**src/rtl/rf_issue_ctrl.sv**
```systemverilog
// ----------------------------------------------------------------------------
// rf_issue_ctrl
//
// Issue stage sitting between instruction fetch and the register bank.
// It accepts one 16-bit instruction at a time, decodes it, drives the bank's
// toggle-strobe request interface and, for reads, waits for the bank's
// response toggle before handing the operands to the ALU over a valid/ready
// handshake. Only one instruction is ever in flight.
//
// Instruction format: [15:12] opcode, [11:9] RA, [8:6] RB, [7:0] IMM
// Opcodes: 0 NOP, 1 LI (RA <= IMM), 2 RR (read RA,RB), 3 R1 (read RA),
//          anything else is illegal.
//
// Ports
//   clk_i              clock, rising edge
//   rst_i              asynchronous reset, active-high
//   instr_valid_i      fetch presents an instruction
//   instr_ready_o      issue can accept (only in IDLE)
//   instr_i            instruction word
//   rf_li_controler_o  bank strobe, every level change is one request
//   rf_operation_o     00 write, 01 read RA+RB, 10 read RA, 11 idle
//   rf_index_0_o       RA
//   rf_index_1_o       RB
//   rf_data_in_o       write data (IMM)
//   rf_data_out_0_i    bank read data A
//   rf_data_out_1_i    bank read data B
//   rf_response_i      bank completion, toggles once per read
//   op_valid_o         operands valid for the ALU
//   op_ready_i         ALU accepts operands
//   op_code_o          opcode of the issued instruction
//   op_dest_o          RA of the issued instruction
//   op_a_o             operand A
//   op_b_o             operand B (0 for a single-register read)
//   err_o              one-cycle pulse: illegal opcode or read timeout
//   busy_o             high whenever the controller is not IDLE
// ----------------------------------------------------------------------------
module rf_issue_ctrl #(
    parameter int unsigned WR_HOLD    = 2,
    parameter int unsigned RD_TIMEOUT = 8
) (
    input  logic        clk_i,
    input  logic        rst_i,
    input  logic        instr_valid_i,
    output logic        instr_ready_o,
    input  logic [15:0] instr_i,
    output logic        rf_li_controler_o,
    output logic [1:0]  rf_operation_o,
    output logic [2:0]  rf_index_0_o,
    output logic [2:0]  rf_index_1_o,
    output logic [7:0]  rf_data_in_o,
    input  logic [7:0]  rf_data_out_0_i,
    input  logic [7:0]  rf_data_out_1_i,
    input  logic        rf_response_i,
    output logic        op_valid_o,
    input  logic        op_ready_i,
    output logic [3:0]  op_code_o,
    output logic [2:0]  op_dest_o,
    output logic [7:0]  op_a_o,
    output logic [7:0]  op_b_o,
    output logic        err_o,
    output logic        busy_o
);

    localparam logic [3:0] OPC_NOP = 4'h0;
    localparam logic [3:0] OPC_LI  = 4'h1;
    localparam logic [3:0] OPC_RR  = 4'h2;
    localparam logic [3:0] OPC_R1  = 4'h3;

    localparam logic [1:0] RF_WRITE   = 2'b00;
    localparam logic [1:0] RF_READ_AB = 2'b01;
    localparam logic [1:0] RF_READ_A  = 2'b10;
    localparam logic [1:0] RF_IDLE    = 2'b11;

    // Terminal counts for the shared cycle counter (8 bits covers both ranges).
    localparam logic [7:0] WR_LAST = 8'(WR_HOLD - 1);
    localparam logic [7:0] RD_LAST = 8'(RD_TIMEOUT - 1);

    typedef enum logic [2:0] {
        IDLE,
        SETUP,
        STROBE,
        WAIT_WR,
        WAIT_RD,
        OUT
    } state_e;

    state_e      state_q, state_d;
    logic [15:0] instr_q, instr_d;
    logic [7:0]  cnt_q, cnt_d;
    logic        resp_last_q, resp_last_d;
    logic        strobe_q, strobe_d;
    logic [1:0]  rf_op_q, rf_op_d;
    logic [2:0]  idx0_q, idx0_d;
    logic [2:0]  idx1_q, idx1_d;
    logic [7:0]  wdata_q, wdata_d;
    logic        op_valid_q, op_valid_d;
    logic [3:0]  op_code_q, op_code_d;
    logic [2:0]  op_dest_q, op_dest_d;
    logic [7:0]  op_a_q, op_a_d;
    logic [7:0]  op_b_q, op_b_d;
    logic        err_q, err_d;

    logic        accept;
    logic [3:0]  opc_in;
    logic [3:0]  opc_latched;
    logic        in_is_issue;
    logic        in_is_illegal;
    logic        resp_toggled;

    // Decode helpers shared by the next-state and output logic. The incoming
    // opcode decides NOP/illegal handling at accept time; everything after
    // that works from the latched copy.
    always_comb begin
        accept        = instr_valid_i && (state_q == IDLE);
        opc_in        = instr_i[15:12];
        opc_latched   = instr_q[15:12];
        in_is_issue   = (opc_in == OPC_LI) || (opc_in == OPC_RR) || (opc_in == OPC_R1);
        in_is_illegal = !in_is_issue && (opc_in != OPC_NOP);
        resp_toggled  = (rf_response_i != resp_last_q);
    end

    // State register.
    always_ff @(posedge clk_i or posedge rst_i) begin
        if (rst_i) begin
            state_q <= IDLE;
        end else begin
            state_q <= state_d;
        end
    end

    // Next-state logic. In WAIT_RD a response arriving on the same cycle the
    // timeout expires takes priority, so a slow-but-valid read is never lost.
    always_comb begin
        state_d = state_q;
        case (state_q)
            IDLE: begin
                if (accept && in_is_issue) begin
                    state_d = SETUP;
                end
            end
            SETUP: begin
                state_d = STROBE;
            end
            STROBE: begin
                state_d = (opc_latched == OPC_LI) ? WAIT_WR : WAIT_RD;
            end
            WAIT_WR: begin
                if (cnt_q == WR_LAST) begin
                    state_d = IDLE;
                end
            end
            WAIT_RD: begin
                if (resp_toggled) begin
                    state_d = OUT;
                end else if (cnt_q == RD_LAST) begin
                    state_d = IDLE;
                end
            end
            OUT: begin
                if (op_ready_i) begin
                    state_d = IDLE;
                end
            end
            default: begin
                state_d = IDLE;
            end
        endcase
    end

    // Output / datapath next-state logic. Every register holds by default;
    // err is a pulse so it defaults low. The bank fields are registered in
    // SETUP and only toggled in STROBE, which gives the bank one full cycle
    // of stable fields before the request edge.
    always_comb begin
        instr_d     = instr_q;
        cnt_d       = cnt_q;
        resp_last_d = resp_last_q;
        strobe_d    = strobe_q;
        rf_op_d     = rf_op_q;
        idx0_d      = idx0_q;
        idx1_d      = idx1_q;
        wdata_d     = wdata_q;
        op_valid_d  = op_valid_q;
        op_code_d   = op_code_q;
        op_dest_d   = op_dest_q;
        op_a_d      = op_a_q;
        op_b_d      = op_b_q;
        err_d       = 1'b0;

        case (state_q)
            IDLE: begin
                // The bank's response flop is not reset, so its level is
                // tracked continuously here; stray toggles are absorbed too.
                resp_last_d = rf_response_i;
                rf_op_d     = RF_IDLE;
                if (accept) begin
                    instr_d = instr_i;
                    if (in_is_illegal) begin
                        err_d = 1'b1;
                    end
                end
            end
            SETUP: begin
                case (opc_latched)
                    OPC_LI:  rf_op_d = RF_WRITE;
                    OPC_RR:  rf_op_d = RF_READ_AB;
                    OPC_R1:  rf_op_d = RF_READ_A;
                    default: rf_op_d = RF_IDLE;
                endcase
                idx0_d  = instr_q[11:9];
                idx1_d  = instr_q[8:6];
                wdata_d = instr_q[7:0];
            end
            STROBE: begin
                strobe_d = ~strobe_q;
                cnt_d    = 8'd0;
            end
            WAIT_WR: begin
                // The bank gives no write acknowledge, so fields are simply
                // held for a fixed number of cycles.
                cnt_d = cnt_q + 8'd1;
                if (cnt_q == WR_LAST) begin
                    rf_op_d = RF_IDLE;
                end
            end
            WAIT_RD: begin
                if (resp_toggled) begin
                    resp_last_d = rf_response_i;
                    op_valid_d  = 1'b1;
                    op_code_d   = opc_latched;
                    op_dest_d   = instr_q[11:9];
                    op_a_d      = rf_data_out_0_i;
                    op_b_d      = (opc_latched == OPC_RR) ? rf_data_out_1_i : 8'd0;
                end else if (cnt_q == RD_LAST) begin
                    err_d   = 1'b1;
                    rf_op_d = RF_IDLE;
                end else begin
                    cnt_d = cnt_q + 8'd1;
                end
            end
            OUT: begin
                if (op_ready_i) begin
                    op_valid_d = 1'b0;
                    rf_op_d    = RF_IDLE;
                end
            end
            default: begin
                rf_op_d = RF_IDLE;
            end
        endcase
    end

    // Datapath registers. An asynchronous reset drops any in-flight
    // instruction; the strobe and the operation return to their idle values
    // together, so a reset-induced strobe edge is seen with operation 11.
    always_ff @(posedge clk_i or posedge rst_i) begin
        if (rst_i) begin
            instr_q     <= 16'd0;
            cnt_q       <= 8'd0;
            resp_last_q <= 1'b0;
            strobe_q    <= 1'b0;
            rf_op_q     <= RF_IDLE;
            idx0_q      <= 3'd0;
            idx1_q      <= 3'd0;
            wdata_q     <= 8'd0;
            op_valid_q  <= 1'b0;
            op_code_q   <= 4'd0;
            op_dest_q   <= 3'd0;
            op_a_q      <= 8'd0;
            op_b_q      <= 8'd0;
            err_q       <= 1'b0;
        end else begin
            instr_q     <= instr_d;
            cnt_q       <= cnt_d;
            resp_last_q <= resp_last_d;
            strobe_q    <= strobe_d;
            rf_op_q     <= rf_op_d;
            idx0_q      <= idx0_d;
            idx1_q      <= idx1_d;
            wdata_q     <= wdata_d;
            op_valid_q  <= op_valid_d;
            op_code_q   <= op_code_d;
            op_dest_q   <= op_dest_d;
            op_a_q      <= op_a_d;
            op_b_q      <= op_b_d;
            err_q       <= err_d;
        end
    end

    // Output mapping; ready and busy are decoded straight from the state.
    always_comb begin
        instr_ready_o     = (state_q == IDLE);
        busy_o            = (state_q != IDLE);
        rf_li_controler_o = strobe_q;
        rf_operation_o    = rf_op_q;
        rf_index_0_o      = idx0_q;
        rf_index_1_o      = idx1_q;
        rf_data_in_o      = wdata_q;
        op_valid_o        = op_valid_q;
        op_code_o         = op_code_q;
        op_dest_o         = op_dest_q;
        op_a_o            = op_a_q;
        op_b_o            = op_b_q;
        err_o             = err_q;
    end

endmodule

```
**config.mk**
```make
export PLATFORM = sky130hd
export DESIGN_NAME = rf_issue_ctrl
export DESIGN_NICKNAME = d
export VERILOG_FILES = /design/src/rtl/rf_issue_ctrl.sv
export SDC_FILE = /design/constraint.sdc
export NUM_CORES = 1
export LEC_CHECK = 0
export ABC_AREA = 0
export CELL_PAD_IN_SITES_DETAIL_PLACEMENT = 1
export CELL_PAD_IN_SITES_GLOBAL_PLACEMENT = 1
export CORE_UTILIZATION = 41
export DETAILED_ROUTE_END_ITERATION = 10
export HOLD_SLACK_MARGIN = 0.03
export PLACE_DENSITY_LB_ADDON = 0.1
export SYNTH_ARGS = -nofsm -noshare
export SYNTH_HDL_FRONTEND = slang
export SYNTH_SLANG_ARGS = --single-unit
```
**constraint.sdc**
```tcl
create_clock -name clk_i -period 3.9 [get_ports clk_i]
set_input_delay 0.585 -clock clk_i [delete_from_list [all_inputs] [get_ports clk_i]]
set_output_delay 0.585 -clock clk_i [all_outputs]
set_load 0.1 [all_outputs]
```
==> results of run 1 <==
-- synth_stat cells, types with 3 or more instances --
cell type	instances
xor2_1	3
o21ai_0	9
buf_4	5
a31oi_1	4
nand3_1	5
dfrtp_1	66
inv_1	5
a22o_1	8
nor2_1	8
nand2_1	5
mux2_2	42
a21oi_1	9
buf_2	3
-- metrics by stage --
| step | hold slack [ns] | instance area (µm²) |
|---|---|---|
| 2_1_floorplan | 0.452 | 2910 |
| 3_3_place_gp | 0.454 | 3770 |
| 3_5_place_dp | 0.462 | 3770 |
| 4_1_cts | 0.475 | 3960 |
| 5_1_grt | 0.485 | 3960 |
| 6_report | 0.467 | 3960 |
-- cells by family (layout without fill, tap and decap cells) --
logic type / after synthesis / after routing / synth area share [%]
AOI/OAI and AO/OA: 41 / 41 / 9.81
xor gates and xnor gates: 5 / 5 / 1.51
adders and majority gates: 2 / 2 / 0.861
buffers and inverters: 16 / 102 / 3.10
DFF: 68 / 68 / 58.6
muxes: 44 / 44 / 17.0
and+or+nand+nor: 42 / 42 / 9.04
-- layer usage --
layer / vias to the layer above / share of wire [%] / track usage, %
li1: 944 / - / -
met1: 1005 / 47 / 26.3
met2: 63 / 46 / 28.0
met3: 11 / 5.8 / 5.14
met4: 0 / 1.7 / 8.33
met5: - / 0 / 0
-- registers in the layout (all words and copies together) (netlist names) --
| name | flops |
|---|---|
| instr_q | 16 |
| op_valid_o | 1 |
| op_b_o | 8 |
| err_o | 1 |
| op_dest_o | 3 |
| rf_data_in_o | 6 |
| rf_li_controler_o | 1 |
| rf_index_0_o | 3 |
| resp_last_q | 1 |
| state_q | 3 |
| rf_operation_o | 2 |
| cnt_q | 8 |
| rf_index_1_o | 3 |
| op_a_o | 8 |
| op_code_o | 4 |
-- path summary, 6_finish.rpt --
check | start | endpoint | slack, ns
max in group asynchronous | rst_i | instr_q[11] | 2.22
setup reg to reg | state_q[0] | err_o | 1.75
setup / recovery | state_q[0] | instr_ready_o | 0.87
hold / removal | rf_li_controler_o | rf_li_controler_o | 0.47
min in group asynchronous | rst_i | op_a_o[2] | 0.81
hold reg to reg | rf_li_controler_o | rf_li_controler_o | 0.47
-- worst register-to-register path: cells and delay by family (launching register included) --
| kind | cells | cell delay, ns |
|---|---|---|
| flip-flops | 1 | 0.58 |
| AND/OR/NAND/NOR | 2 | 1.04 |
| AO/OA/AOI/OAI | 2 | 0.46 |
-- layout make-up --
| class | count | area [µm²] | area share (%) |
|---|---|---|---|
| inverters | 5 | 18.8 | 0.474 |
| well taps | 96 | 120 | 3.03 |
| repair buffers | 81 | 808 | 20.4 |
| flip-flops and latches | 68 | 1700 | 43.0 |
| multi-input cells | 134 | 1120 | 28.2 |
| clock inverters | 6 | 65.1 | 1.64 |
| clock buffers | 10 | 128 | 3.22 |
==> impl_metrics.json, run 1 <==
{
  "grt_max_degree": 49,
  "ios": 81,
  "drive_gt1_share_pct": 23.7,
  "synth_cells": 218,
  "path_depth": 2,
  "rr_worst_depth": 4,
  "synth_flop_cell": "dfrtp_1",
  "critPathTopFamily": "buffers and inverters",
  "skew_ns": 0.00921,
  "finalWirelength_um": 6540,
  "dieArea_um2": 7430,
  "fin_nets": 338,
  "yosysTopAreaCell": "dfrtp_1",
  "finalWorstSetupSlack_ns": 0.873,
  "wl_per_cell_um": 16.4,
  "cp_num_buf_inv": 1,
  "critPathRequiredTime_ns": 3.31,
  "ys_seq_elements": 68,
  "drv_slew": 0,
  "yosysWarnings": 0,
  "final.period_utilization_pct": 77.6,
  "crit_path_end_kind": "primary output",
  "routabilityCongestion": 0.765,
  "hold_buffers": 0,
  "post_cts_resized": 0,
  "postCtsSetupBuffers": 0,
  "synthTopCellsByArea": "dfrtp_1, mux2_2, a22o_1",
  "clkSinkCount": 68,
  "clk_pin_slew_worst_paths_ns": 0.07,
  "vias_per_cell": 5.06,
  "fin_crit_ns": 3.03,
  "fmax_mhz": 330,
  "min_path_cells": 1,
  "yosysUniqueCellTypes": 47,
  "row_count": 30,
  "max_cap_viol_count": 0,
  "grt_overflow_total": 0,
  "start_util_pct": 42.5,
  "core-area_um2": 6830,
  "grtUsageTotal_pct": 19.0,
  "fill_cells": 692,
  "status": "finished clean",
  "worst_pin_slew_ns": 1.00,
  "finalSetupViolations": 0,
  "drc": 0,
  "synth_edf_count": 0,
  "grt_pass1_wl_um": 10800,
  "grt_pass1_vias": 2075,
  "hp-class": "register to register",
  "crit_path_start_kind": "register",
  "slew_headroom_pct": 33.1,
  "slowest_stage": "clkdlybuf4s50_1",
  "cts_made_buffers": 9,
  "rsz0062_at_grt": "false",
  "final-hold-violation-count": 0,
  "h-tree-depth": 3,
  "cp_max_fo": 16,
  "vias": 2023,
  "final_cells": 400,
  "antenna_left": 0,
  "avgSynthCellArea_um2": 13.3,
  "drtIter0Drc": 71,
  "synth.cell_area_um2": 2910,
  "placed_cells": 384,
  "max_stage_delay_ns": 1.18,
  "cts_buffer_depth": 2,
  "path_class": "register to primary output",
  "dp_slack_ns": 1.22,
  "antenna_found_initial": 0,
  "synth_nets": 257,
  "yosysSeqAreaShare_pct": 58.6,
  "antenna_cells": 0,
  "finalSetupTns_ns": 0,
  "layout.cells.most_common": "clkdlybuf4s50_1",
  "drt_pass1_iterations": 4,
  "crit_arrival_ns": 2.44,
  "cts_tree": "done",
  "place_hpwl_um": 4690,
  "die_w_um": 86.2,
  "final_cell_mix": "clkdlybuf4s50_1, dfrtp_1, mux2_2",
  "root_buffer": "clkbuf_8",
  "die_h_um": 86.2,
  "path_cells": "nor3_2, clkdlybuf4s50_1",
  "areaGrowthSynthToFinish_pct": 36.3,
  "async_flop_share_pct": 100,
  "synth_top_area_share_pct": 56.8,
  "utilization_pct": 58.0,
  "portBuffers": 80,
  "clock_latency_ns": 0.33
}
Power of run 1 is left out: the tool's default activity adds up to more than one toggle a clock period on the data nets, which glitch-free logic cannot reach.
==> run 2, diff against run 1 <==
--- a/config.mk
+++ b/config.mk
@@ -8,7 +8,7 @@
 export ABC_AREA = 0
 export CELL_PAD_IN_SITES_DETAIL_PLACEMENT = 1
 export CELL_PAD_IN_SITES_GLOBAL_PLACEMENT = 1
-export CORE_UTILIZATION = 41
+export CORE_UTILIZATION = 38
 export DETAILED_ROUTE_END_ITERATION = 10
 export HOLD_SLACK_MARGIN = 0.03
 export PLACE_DENSITY_LB_ADDON = 0.1
==> constraint.sdc (replaced) <==
create_clock -name clk_i -period 2.9 [get_ports clk_i]
set_input_delay 0.435 -clock clk_i [delete_from_list [all_inputs] [get_ports clk_i]]
set_output_delay 0.435 -clock clk_i [all_outputs]
set_load 0.1 [all_outputs]
==> impl_metrics.json, run 2 (synthesized netlist as in run 1, its figures left out) <==
{
  "layout.cells.most_common": "dfrtp_1",
  "cts_made_buffers": 9,
  "timing.rr.start": "state_q[0]",
  "max_cap_viol_count": 0,
  "top_register": "instr_q",
  "critPathRequiredTime_ns": 3.17,
  "critPathTopFamily": "simple AND/OR/NAND/NOR gates",
  "slew_headroom_pct": 52.1,
  "final_cell_mix": "dfrtp_1, buf_4, mux2_2",
  "cp_num_buf_inv": 0,
  "clkSinkCount": 68,
  "root_buffer": "clkbuf_8",
  "row_count": 31,
  "largest_reg_flops": 16,
  "drtIter0Drc": 69,
  "antenna_found_initial": 0,
  "finalSetupViolations": 0,
  "clock_latency_ns": 0.33,
  "clk_pin_slew_worst_paths_ns": 0.07,
  "cts_buffer_depth": 2,
  "portBuffers": 80,
  "grt_max_degree": 69,
  "rr_worst_depth": 4,
  "antenna_left": 0,
  "fin_nets": 339,
  "min_from": "instr_q[7]",
  "path_class": "register to register",
  "grt_pass1_vias": 2066,
  "areaGrowthSynthToFinish_pct": 33.4,
  "routabilityCongestion": 0.720,
  "grt_overflow_total": 0,
  "die_h_um": 89.5,
  "slowest_stage": "dfrtp_1",
  "grt_pass1_wl_um": 10200,
  "crit_arrival_ns": 2.32,
  "finalWirelength_um": 6270,
  "postCtsSetupBuffers": 0,
  "crit_path_end_kind": "register",
  "vias": 2017,
  "final.period_utilization_pct": 70.6,
  "place_hpwl_um": 4430,
  "drc": 0,
  "fin_crit_ns": 2.05,
  "cp_max_fo": 25,
  "h-tree-depth": 3,
  "core-area_um2": 7330,
  "worst_pin_slew_ns": 0.718,
  "final-hold-violation-count": 0,
  "die_w_um": 89.5,
  "path_cells": "nor3b_4, nand2_2, nor2_2, a22o_1",
  "vias_per_cell": 5.02,
  "wl_per_cell_um": 15.6,
  "grtUsageTotal_pct": 17.5,
  "hp-class": "register to register",
  "fill_cells": 742,
  "status": "finished clean",
  "path_depth": 4,
  "crit_path_start_kind": "register",
  "post_cts_resized": 0,
  "critPathLaunch": "state_q[0]",
  "dieArea_um2": 8000,
  "drt_pass1_iterations": 4,
  "cts_tree": "done",
  "ios": 81,
  "skew_ns": 0.00976,
  "max_stage_delay_ns": 0.58,
  "drive_gt1_share_pct": 38.0,
  "fmax_mhz": 488,
  "min_path_cells": 1,
  "hold_buffers": 0,
  "start_util_pct": 39.6,
  "drv_slew": 0,
  "antenna_cells": 0,
  "rsz0062_at_grt": "false",
  "finalSetupTns_ns": 0
}
run 2: cell count changes in the layout (fill, tap and decap cells not counted), moves of 2 or more:
cell             previous run  this run
buf_4                       1        45
clkbuf_8                    9        11
clkdlybuf4s50_1            80        36
clkinv_4                    2         0
run 2: metrics by stage:
| step | utilization (%) | instance area [µm²] | hold WS, ns | worst slack, ns | instances |
|---|---|---|---|---|---|
| after floorplan | - | 2920 | 0.452 | 0.438 | 218 |
| after global placement | 50.3 | 3690 | 0.461 | 0.607 | 388 |
| after detailed placement | 50.3 | 3690 | 0.477 | 0.520 | 388 |
| after CTS | 52.9 | 3880 | 0.495 | 0.806 | 402 |
| after global routing | 52.9 | 3880 | 0.520 | 0.690 | 402 |
| final | 52.9 | 3880 | 0.490 | 0.852 | 402 |
run 2: layer usage:
layer / part of all wire, % / routed length (µm) / vias up / GRT usage, %
li1: - / - / 945 / -
met1: 43 / 2720 / 1022 / 22.1
met2: 51 / 3170 / 44 / 28.5
met3: 4.9 / 308 / 6 / 5.82
met4: 1.1 / 66 / 0 / 5.19
met5: 0 / 0 / - / 0
run 2: worst register-to-register path, delay by kind of cell, from the launching register on:
family	cells	cell delay, ns
DFF	1	0.58
and+or+nand+nor	3	1.22
AOI/OAI and AO/OA	1	0.19
run 2: worst paths after layout:
check / end / slack (ns)
max in group asynchronous: rf_operation_o[1] / 2.06
worst min-delay path: instr_q[7] / 0.49
min in group asynchronous: op_a_o[0] / 0.53
worst max register to register: op_b_o[0] / 0.85
worst min register to register: instr_q[7] / 0.49
worst max-delay path: op_b_o[0] / 0.85
run 2: layout make-up:
cell class / instances / area, µm² / area share, %
timing repair buffer: 82 / 718 / 18.5
clock buffer: 12 / 155 / 4.00
inverter: 5 / 18.8 / 0.484
sequential: 68 / 1700 / 43.9
tap: 99 / 124 / 3.19
clock inverter: 2 / 35.0 / 0.903
multi-input combinational: 134 / 1120 / 29.0
Power of run 2 is left out for the same reason.
==> run 3, diff against run 2 <==
==> constraint.sdc (replaced) <==
create_clock -name clk_i -period 2 [get_ports clk_i]
set_input_delay 0.3 -clock clk_i [delete_from_list [all_inputs] [get_ports clk_i]]
set_output_delay 0.3 -clock clk_i [all_outputs]
set_load 0.1 [all_outputs]
==> impl_metrics.json, run 3 (synthesized netlist as in run 1, its figures left out) <==
{
  "place_hpwl_um": 4900,
  "fin_nets": 346,
  "clkSinkCount": 68,
  "rsz0062_at_grt": "false",
  "dp_slack_ns": 0.0855,
  "vias_per_cell": 4.94,
  "path_class": "register to primary output",
  "row_count": 31,
  "drive_gt1_share_pct": 41.0,
  "slew_headroom_pct": 72.6,
  "vias": 2030,
  "final.period_utilization_pct": 88.4,
  "drv_slew": 0,
  "antenna_found_initial": 0,
  "finalSetupViolations": 0,
  "fin_crit_ns": 1.77,
  "cp_max_fo": 16,
  "grt_pass1_vias": 2015,
  "crit_path_start_kind": "register",
  "postCtsSetupBuffers": 0,
  "cp_num_buf_inv": 2,
  "antenna_left": 0,
  "grt_overflow_total": 0,
  "crit_arrival_ns": 1.47,
  "cts_tree": "done",
  "cts_made_buffers": 9,
  "status": "finished clean",
  "post_cts_resized": 0,
  "fmax_mhz": 566,
  "slowest_stage": "dfrtp_2",
  "top_register": "instr_q",
  "max_stage_delay_ns": 0.54,
  "start_util_pct": 39.6,
  "clk_pin_slew_worst_paths_ns": 0.08,
  "routabilityCongestion": 0.760,
  "drtIter0Drc": 42,
  "layout.cells.most_common": "dfrtp_1",
  "finalSetupTns_ns": 0,
  "h-tree-depth": 3,
  "die_h_um": 89.5,
  "final-hold-violation-count": 0,
  "crit_path_end_kind": "primary output",
  "largest_reg_flops": 16,
  "path_cells": "nor3_4, inv_1, buf_12",
  "portBuffers": 80,
  "die_w_um": 89.5,
  "finalWorstSetupSlack_ns": 0.232,
  "dieArea_um2": 8000,
  "worst_pin_slew_ns": 0.412,
  "ios": 81,
  "critPathRequiredTime_ns": 1.70,
  "hold_ws_ns": 0.295,
  "grtUsageTotal_pct": 18.2,
  "root_buffer": "clkbuf_8",
  "core-area_um2": 7330,
  "hold_buffers": 0,
  "clock_latency_ns": 0.34,
  "grt_pass1_wl_um": 10700,
  "max_cap_viol_count": 0,
  "critPathTopFamily": "flip-flops",
  "grt_max_degree": 43,
  "finalWirelength_um": 6670,
  "hp-class": "input pin to async pin",
  "antenna_cells": 0,
  "drc": 0,
  "areaGrowthSynthToFinish_pct": 40.5,
  "cts_buffer_depth": 2,
  "final_cell_mix": "dfrtp_1, buf_4, clkdlybuf4s50_1",
  "drt_pass1_iterations": 4,
  "wl_per_cell_um": 16.2,
  "skew_ns": 0.0106
}
run 3: cell types whose count changed in the layout (fill, tap and decap cells not counted), sizes merged:
cell      change
buf           +7
bufinv        +1
clkbuf        -3
clkinv        +3
clkinvlp      +2
inv           -1
run 3: cell type report:
class,count,area [µm²]
fillers,753,3250
flip-flops and latches,68,1710
multi-input cells,134,1180
repair buffers,89,833
clock buffers,9,124
well taps,99,124
clock inverters,7,91.3
inverters,5,22.5
run 3: worst paths after layout:
path | slack [ns] | startpoint | endpoint | cells after the start
worst max-delay path | 0.23 | state_q[0] | busy_o | 3
worst min-delay path | 0.29 | rst_i | op_valid_o | 2
worst max register to register | 0.25 | cnt_q[0] | cnt_q[5] | 6
worst min register to register | 0.48 | rf_li_controler_o | rf_li_controler_o | 1
max in group asynchronous | 1.18 | rst_i | rf_index_0_o[0] | 3
min in group clk_i | 0.48 | rf_li_controler_o | rf_li_controler_o | 1
run 3: layer usage:
metal | up-vias | wire (µm) | track usage, %
li1 | 959 | - | -
met1 | 1015 | 3040 | 24.5
met2 | 49 | 3270 | 28.6
met3 | 7 | 292 | 4.89
met4 | 0 | 73 | 6.06
met5 | - | 0 | 0
run 3: per-stage QoR:
stage	util, %	area, µm²	instances
2_1_floorplan	-	2990	218
3_3_place_gp	52.8	3870	395
3_5_place_dp	52.8	3870	395
4_1_cts	55.7	4080	411
5_1_grt	55.7	4080	411
6_report	55.7	4080	411
Power of run 3 is left out for the same reason.
